===== src/rtl/regfile_writer_pkg.sv =====
// Shared types and constants for the register file write-side controller.
// Contents:
//   state_t        FSM state encoding (IDLE, WRITE, CHECK; 2'd3 is unused)
//   DEFAULT_ERR_W  default width of the readback mismatch counter
package regfile_writer_pkg;

  typedef enum logic [1:0] {
    IDLE  = 2'd0,
    WRITE = 2'd1,
    CHECK = 2'd2
  } state_t;

  localparam int unsigned DEFAULT_ERR_W = 8;

endpackage


===== src/rtl/coreir_eq.sv =====
// Equality comparator.
// Ports:
//   in0, in1  operands
//   out       1 when in0 == in1
module coreir_eq #(
  parameter int unsigned width = 1
) (
  input  logic [width-1:0] in0,
  input  logic [width-1:0] in1,
  output logic             out
);

  assign out = (in0 == in1);

endmodule


===== src/rtl/sat_counter.sv =====
// Saturating up-counter: holds at all-ones instead of wrapping.
// Ports:
//   clk    clock, rising edge
//   rst_n  asynchronous active-low reset, clears the count
//   inc    count up by one (ignored at all-ones)
//   clear  synchronous clear, has priority over inc
//   count  current value
module sat_counter #(
  parameter int unsigned ERR_W = 8
) (
  input  logic             clk,
  input  logic             rst_n,
  input  logic             inc,
  input  logic             clear,
  output logic [ERR_W-1:0] count
);

  logic [ERR_W-1:0] count_q;

  always_ff @(posedge clk or negedge rst_n) begin
    if (!rst_n) begin
      count_q <= '0;
    end else if (clear) begin
      count_q <= '0;
    end else if (inc && (count_q != {ERR_W{1'b1}})) begin
      count_q <= count_q + ERR_W'(1);
    end
  end

  assign count = count_q;

endmodule


===== src/rtl/regfile_writer.sv =====
// Write-side controller for a small register file. Accepts one write request
// over valid/ready, issues it on the write port, reads the same register back
// the next cycle and reports a pass/fail completion pulse. Readback mismatches
// are counted in a saturating counter.
// Ports:
//   CLK, ASYNCRESETN          clock and asynchronous active-low reset
//   req_valid/ready/addr/data write request handshake
//   wr_en/addr/data           register file write port
//   rd_addr, rd_data          register file read port (combinational read)
//   done_valid, done_ok       completion pulse and readback match flag
//   err_count                 saturating mismatch count
module regfile_writer
  import regfile_writer_pkg::*;
#(
  parameter int unsigned WIDTH  = 8,
  parameter int unsigned NREGS  = 2,
  parameter int unsigned ERR_W  = DEFAULT_ERR_W,
  localparam int unsigned ADDR_W = (NREGS > 1) ? $clog2(NREGS) : 1
) (
  input  logic              CLK,
  input  logic              ASYNCRESETN,
  input  logic              req_valid,
  output logic              req_ready,
  input  logic [ADDR_W-1:0] req_addr,
  input  logic [WIDTH-1:0]  req_data,
  output logic              wr_en,
  output logic [ADDR_W-1:0] wr_addr,
  output logic [WIDTH-1:0]  wr_data,
  output logic [ADDR_W-1:0] rd_addr,
  input  logic [WIDTH-1:0]  rd_data,
  output logic              done_valid,
  output logic              done_ok,
  output logic [ERR_W-1:0]  err_count
);

  state_t            state_q;
  logic [ADDR_W-1:0] hold_addr_q;
  logic [WIDTH-1:0]  hold_data_q;
  logic              wr_en_q;
  logic              data_eq;

  // wr_en is a flop with async reset, so reset drops it without a clock edge.
  always_ff @(posedge CLK or negedge ASYNCRESETN) begin
    if (!ASYNCRESETN) begin
      state_q     <= IDLE;
      hold_addr_q <= '0;
      hold_data_q <= '0;
      wr_en_q     <= 1'b0;
    end else begin
      wr_en_q <= 1'b0;
      case (state_q)
        IDLE: begin
          if (req_valid) begin
            hold_addr_q <= req_addr;
            hold_data_q <= req_data;
            wr_en_q     <= 1'b1;
            state_q     <= WRITE;
          end
        end
        WRITE:   state_q <= CHECK;
        CHECK:   state_q <= IDLE;
        default: state_q <= IDLE;
      endcase
    end
  end

  coreir_eq #(
    .width (WIDTH)
  ) u_eq (
    .in0 (hold_data_q),
    .in1 (rd_data),
    .out (data_eq)
  );

  sat_counter #(
    .ERR_W (ERR_W)
  ) u_err_cnt (
    .clk   (CLK),
    .rst_n (ASYNCRESETN),
    .inc   (done_valid && !data_eq),
    .clear (1'b0),
    .count (err_count)
  );

  assign req_ready  = (state_q == IDLE);
  assign wr_en      = wr_en_q;
  assign wr_addr    = hold_addr_q;
  assign wr_data    = hold_data_q;
  assign rd_addr    = hold_addr_q;
  assign done_valid = (state_q == CHECK);
  assign done_ok    = done_valid && data_eq;

endmodule

===== config.mk =====
export PLATFORM = sky130hd
export DESIGN_NAME = regfile_writer
export DESIGN_NICKNAME = d
export VERILOG_FILES = /design/src/rtl/regfile_writer_pkg.sv /design/src/rtl/coreir_eq.sv /design/src/rtl/sat_counter.sv /design/src/rtl/regfile_writer.sv
export SDC_FILE = /design/constraint.sdc
export NUM_CORES = 1
export LEC_CHECK = 0
export BUFFER_PORTS_ARGS = -buffer_cell sky130_fd_sc_hd__clkbuf_2
export CAP_MARGIN = 30
export CORE_AREA = 2 2 52 49
export CTS_CLUSTER_DIAMETER = 60
export DETAILED_ROUTE_END_ITERATION = 12
export DIE_AREA = 0 0 54 51
export GPL_TIMING_DRIVEN = 0
export PLACE_DENSITY_LB_ADDON = 0.3
export SYNTH_ARGS = -nofsm -noshare
export SYNTH_HDL_FRONTEND = slang
export SYNTH_SLANG_ARGS = --single-unit

===== constraint.sdc =====
create_clock -name CLK -period 4.25 [get_ports CLK]
set_input_delay 0.2125 -clock CLK [delete_from_list [all_inputs] [get_ports CLK]]
set_output_delay 0.2125 -clock CLK [all_outputs]
set_load 0.1 [all_outputs]

# Yosys cells after proc, flatten, opt, wreduce, memory -nomap -nowiden
# Cells that the tools add are included.
# Widths: inputs -> output; s select.
[classes]
n_addsub = 1
n_eq_ne = 5
mux = 4
n_reduce_logical = 6
[op_table]
columns = ["operator", "count"]
rows = [
  ["$add 8x1->8 const B", 1],
  ["$eq 8x8->1", 1],
  ["$ne 8x8->1 const B", 1],
  ["$pmux 2 s2", 1],
  ["$logic_and 1x1->1", 3],
  ["$eq 2x1->1 const B", 1],
  ["$eq 2x2->1 const B", 1],
  ["$logic_not 2->1", 1],
  ["$mux 1", 2],
  ["$mux 2", 1],
  ["$ne 2x2->1 const B", 1],
  ["$reduce_and 2->1", 1],
  ["$logic_not 1->1", 1],
]
[totals]
register_bits = 20
in_bits = 20
wordCells = 21

# Logic depth before layout (Yosys ltp)
[depth]
ltp_word = 4
mapped_depth = 5
ltp_nobuf = 5

# Modules after synthesis
# Synthesis repeated with hierarchy kept, for this count alone.
[unflattened]
hier_cells = 91
hier_area_um2 = 1028.5
[modules_own_cells]
columns = ["module", "instances", "cells_per_inst", "area_per_inst_um2"]
rows = [
  ["regfile_writer", 1, 31, 478.0],
  ["sat_counter", 1, 49, 464.2],
  ["coreir_eq", 1, 11, 86.3],
]

# Worst setup path after synthesis
# No wires, ideal clock.
[synth_path]
path_type = "register to output"
from = "reg hold_data_q[5] (netlist: wr_data[5])"
to = "out done_ok"
t_arrival_ns = 2.831
t_required_ns = 4.038
slack_ns = 1.207
stages_incl_launch_ff = 5
path_buffers = 0
path_cell_list = "dfrtp_1 xor2_1 nor4_2 nand2_2 nor2_1"
[synth_between]
elab_chain_len = 2
[synth_rtl]
columns = ["element", "line", "text"]
rows = [
  ["from (decl)", "regfile_writer.sv:38", "logic [WIDTH-1:0] hold_data_q;"],
  ["from (signal assigned)", "regfile_writer.sv:55", "hold_data_q <= req_data;"],
  ["$eq 8x8->1", "coreir_eq.sv:13", "assign out = (in0 == in1);"],
  ["$logic_and 1x1->1", "regfile_writer.sv:91", "assign done_ok = done_valid && data_eq;"],
  ["to (decl)", "regfile_writer.sv:32", "output logic done_ok,"],
]
# Every way passes these cells.

# Worst setup path after layout
[layout_path]
from = "reg hold_data_q[7] (netlist: wr_data[7])"
to = "out done_ok"
# The elaborated chain is that of the path after synthesis.

==> impl_metrics.csv <==
group,metric,value,unit
setup_path,start_kind,"flip-flop",
pwr,p_seq_share,28.6,%
clocking,hold_buffers,1,
setup_path,worst_path_largest_cell_delay,0.46,ns
place,placed_area,0.00118,mm2
outcome,status,"complete, no violations",
setup_path,crit_chain,"xor2_1 -> nor4_2 -> nand2_2 -> nor2_1 -> clkbuf_2",
floorplan,core-area,0.00230,mm2
setup_path,cpMaxStageDelayCell,"clkbuf_2",
synth,ys_top_cells_by_area,"dfrtp_1 53%, mux2_2 12%, xor2_1 8.4%, xnor2_1 3.7%, nor4_2 2.7%",
setup_path,cp_top_family,"simple AND/OR/NAND/NOR gates",
synth,ys_seq_area_share,53.1,%
finish,final_nets,144,
detailed_routing,via_per_inst,5.05,
setup_path,worstSetupPathType,"reg2out",
clocking,cts_resized,0,
sta,hold_viol,0,
grt,antenna_found_initial,0,
grt,grt_pass1_wl,2980,um
pwr,power_frac_clock,14.8,%
clocking,clockBufferDepth,2,
sta,worst_pin_slew,0.551,ns
floorplan,fp.dieW,54,um
sta,fin_crit_sh,53.5,%
clocking,clk_latency,0.30,ns
synth,synth_edf_count,0,
grt,gr-total-overflow,0,
clocking,clkTransAtPathRegs,0.11,ns
sta,holdWs,0.119,ns
synth,yosysTopAreaCellShare,53.1,%
grt,grt_pass1_vias,722,
run,cap_violations,0,
synth,synth_area,942,um2
synth,syn_avg_cell_area,12.4,um2
pwr,combPwrFrac,56.7,%
finish,diodes,0,
finish,syn_to_final_growth,32.1,%
pwr,p_sw,587,uW
sta,max_freq,0.440,GHz
setup_path,path_max_fanout,9,
finish,final_area,0.00124,mm2
floorplan,fp.dieH,51,um
clocking,h-tree-depth,1,
synth,ys_ff_latch,20,
setup_path,required,4.04,ns
sta,rsz0062_at_grt,"no",
detailed_routing,first_pass_iters,4,
pwr,p_int,444,uW
detailed_routing,route.vias.total,758,
synth,synth.most_common_cell,"dfrtp_1",
place,gp_congestion,0.830,
pwr,p_leak,0.000620,uW
synth,synth_largest_area_cell,"dfrtp_1",
synth,ys.flop_type,"dfrtp_1",
detailed_routing,ant_nets,0,
sta,setup_violations,0,
floorplan,die_area,0.00275,mm2
synth,synth-async-reset-ratio,100,%
detailed_routing,drtIter0Drc,5,
sta,clock_skew,0.00547,ns
detailed_routing,wire_per_inst,12.6,um
sta,setup_tns,0,ns
synth,synth_warnings,0,
min_path,min_path_type,"in2reg",
grt,grt_usage,15.0,%
clocking,numCtsBuffers,3,
pwr,power.share.switching,57.0,%
setup_path,r2r-start,"wr_data[7]$_DFFE_PN0P_",
synth,synth_nets,97,
detailed_routing,drt_drc_violations_left,0,
pwr,p_per_area,828,mW/mm2
setup_path,endpoint_kind,"primary output",
clocking,clock_sinks,20,
setup_path,crit_arrival,2.06,ns
setup_path,critPathBufInv,1,
finish,drive_gt1_share,50.8,%
synth,synth_cells,76,
synth,synthTopCellsByCount,"20 x dfrtp_1, 10 x mux2_2, 9 x xor2_1",
sta,period_needed,2.27,ns
grt,grt_max_degree,21,
floorplan,io_pins,42,
clocking,post_cts_buffers,0,
clocking,cts_tree,"done",
clocking,cts_root_buf,"clkbuf_4",
floorplan,initial_core_util,41.0,%
min_path,min-delay-start,"req_valid",
sta,drv_slew,0,
floorplan,rows,17,
place,hpwl,1480,um
synth,ys_types,23,
sta,timing.slew.headroom,63.5,%
setup_path,critical_path.startpoint,"wr_data[7]$_DFFE_PN0P_",
detailed_routing,wl,1900,um
pwr,peakVddDrop,0.000502,V
place,port_buffers,41,
-- through the flow --
step	worst slack, ns	util [%]	cells	total power (uW)
6_report	1.98	54.2	150	1030
5_1_grt	1.82	54.2	150	1080
4_1_cts	1.95	54.2	150	1040
3_5_place_dp	2.31	51.5	145	886
3_3_place_gp	2.41	51.5	145	873
2_1_floorplan	1.21	-	76	785
-- cell usage in the layout (no fill, tap or decap), drive strengths merged, types with 2 or more instances in the layout --
| master | n |
|---|---|
| and2 | 2 |
| and3 | 3 |
| buf | 2 |
| clkbuf | 44 |
| dfrtp | 20 |
| mux2 | 11 |
| nand2 | 4 |
| nand3 | 4 |
| nand4 | 3 |
| nor2 | 4 |
| nor2b | 2 |
| nor4 | 2 |
| xnor2 | 4 |
| xor2 | 9 |
-- kinds of logic (layout without fill, tap and decap cells) --
family | count (synthesis) | after routing | share of synthesized area [%]
simple gates | 26 | 26 | 16.6
compound gates | 2 | 2 | 1.59
fa+ha+maj | 1 | 1 | 1.33
xor+xnor | 13 | 13 | 12.1
buf+inv | 3 | 49 | 1.73
flops | 20 | 20 | 53.1
mux | 11 | 11 | 13.5
-- power by group through the flow --
stage | Combinational (uW) | Clock, uW | Sequential [uW]
after floorplan | 143 | 0 | 642
after global placement | 578 | 0 | 295
after detailed placement | 587 | 0 | 299
after CTS | 589 | 158 | 295
after global routing | 607 | 164 | 304
final | 584 | 152 | 295
-- final timing paths --
kind / to / slack, ns / cells past startpoint
hold reg to reg: state_q[1]$_DFFE_PN0P_ / 0.47 / 1
setup reg to reg: u_err_cnt.count[1]$_DFFE_PN0P_ / 2.44 / 5
max in group asynchronous: u_err_cnt.count[5]$_DFFE_PN0P_ / 3.52 / 2
hold / removal: state_q[0]$_DFFE_PN0P_ / 0.12 / 2
setup / recovery: done_ok / 1.98 / 5
min in group asynchronous: u_err_cnt.count[4]$_DFFE_PN0P_ / 0.40 / 2
-- area by class of cell --
cell class / count / area [um2]
Buffer: 2 / 12.5
Clock buffer: 3 / 22.5
Clock inverter: 1 / 30.0
Fill cell: 228 / 1050
Inverter: 1 / 3.75
Multi-Input combinational cell: 53 / 425
Sequential cell: 20 / 500
Tap cell: 28 / 35.0
Timing Repair Buffer: 42 / 215
-- worst register-to-register path, delay by kind of cell, from the launching register on --
kind	cells	cell delay [ns]
simple gates	3	0.82
mux	1	0.29
flops	1	0.42
xor+xnor	1	0.17
-- sequential cells by signal, indices dropped and copies added, names as in the netlist --
name,cells
rd_addr,1
wr_data,8
u_err_cnt.count,8
wr_en,1
state_q,2
-- routing by layer --
layer	track usage [%]	share of wire, %	vias up
met2	26.4	55	21
met4	6.25	0.74	0
li1	-	-	353
met1	17.4	40	382
met5	0	0	-
met3	2.63	4.2	2
No activity file was read; power rests on OpenSTA's default activity.
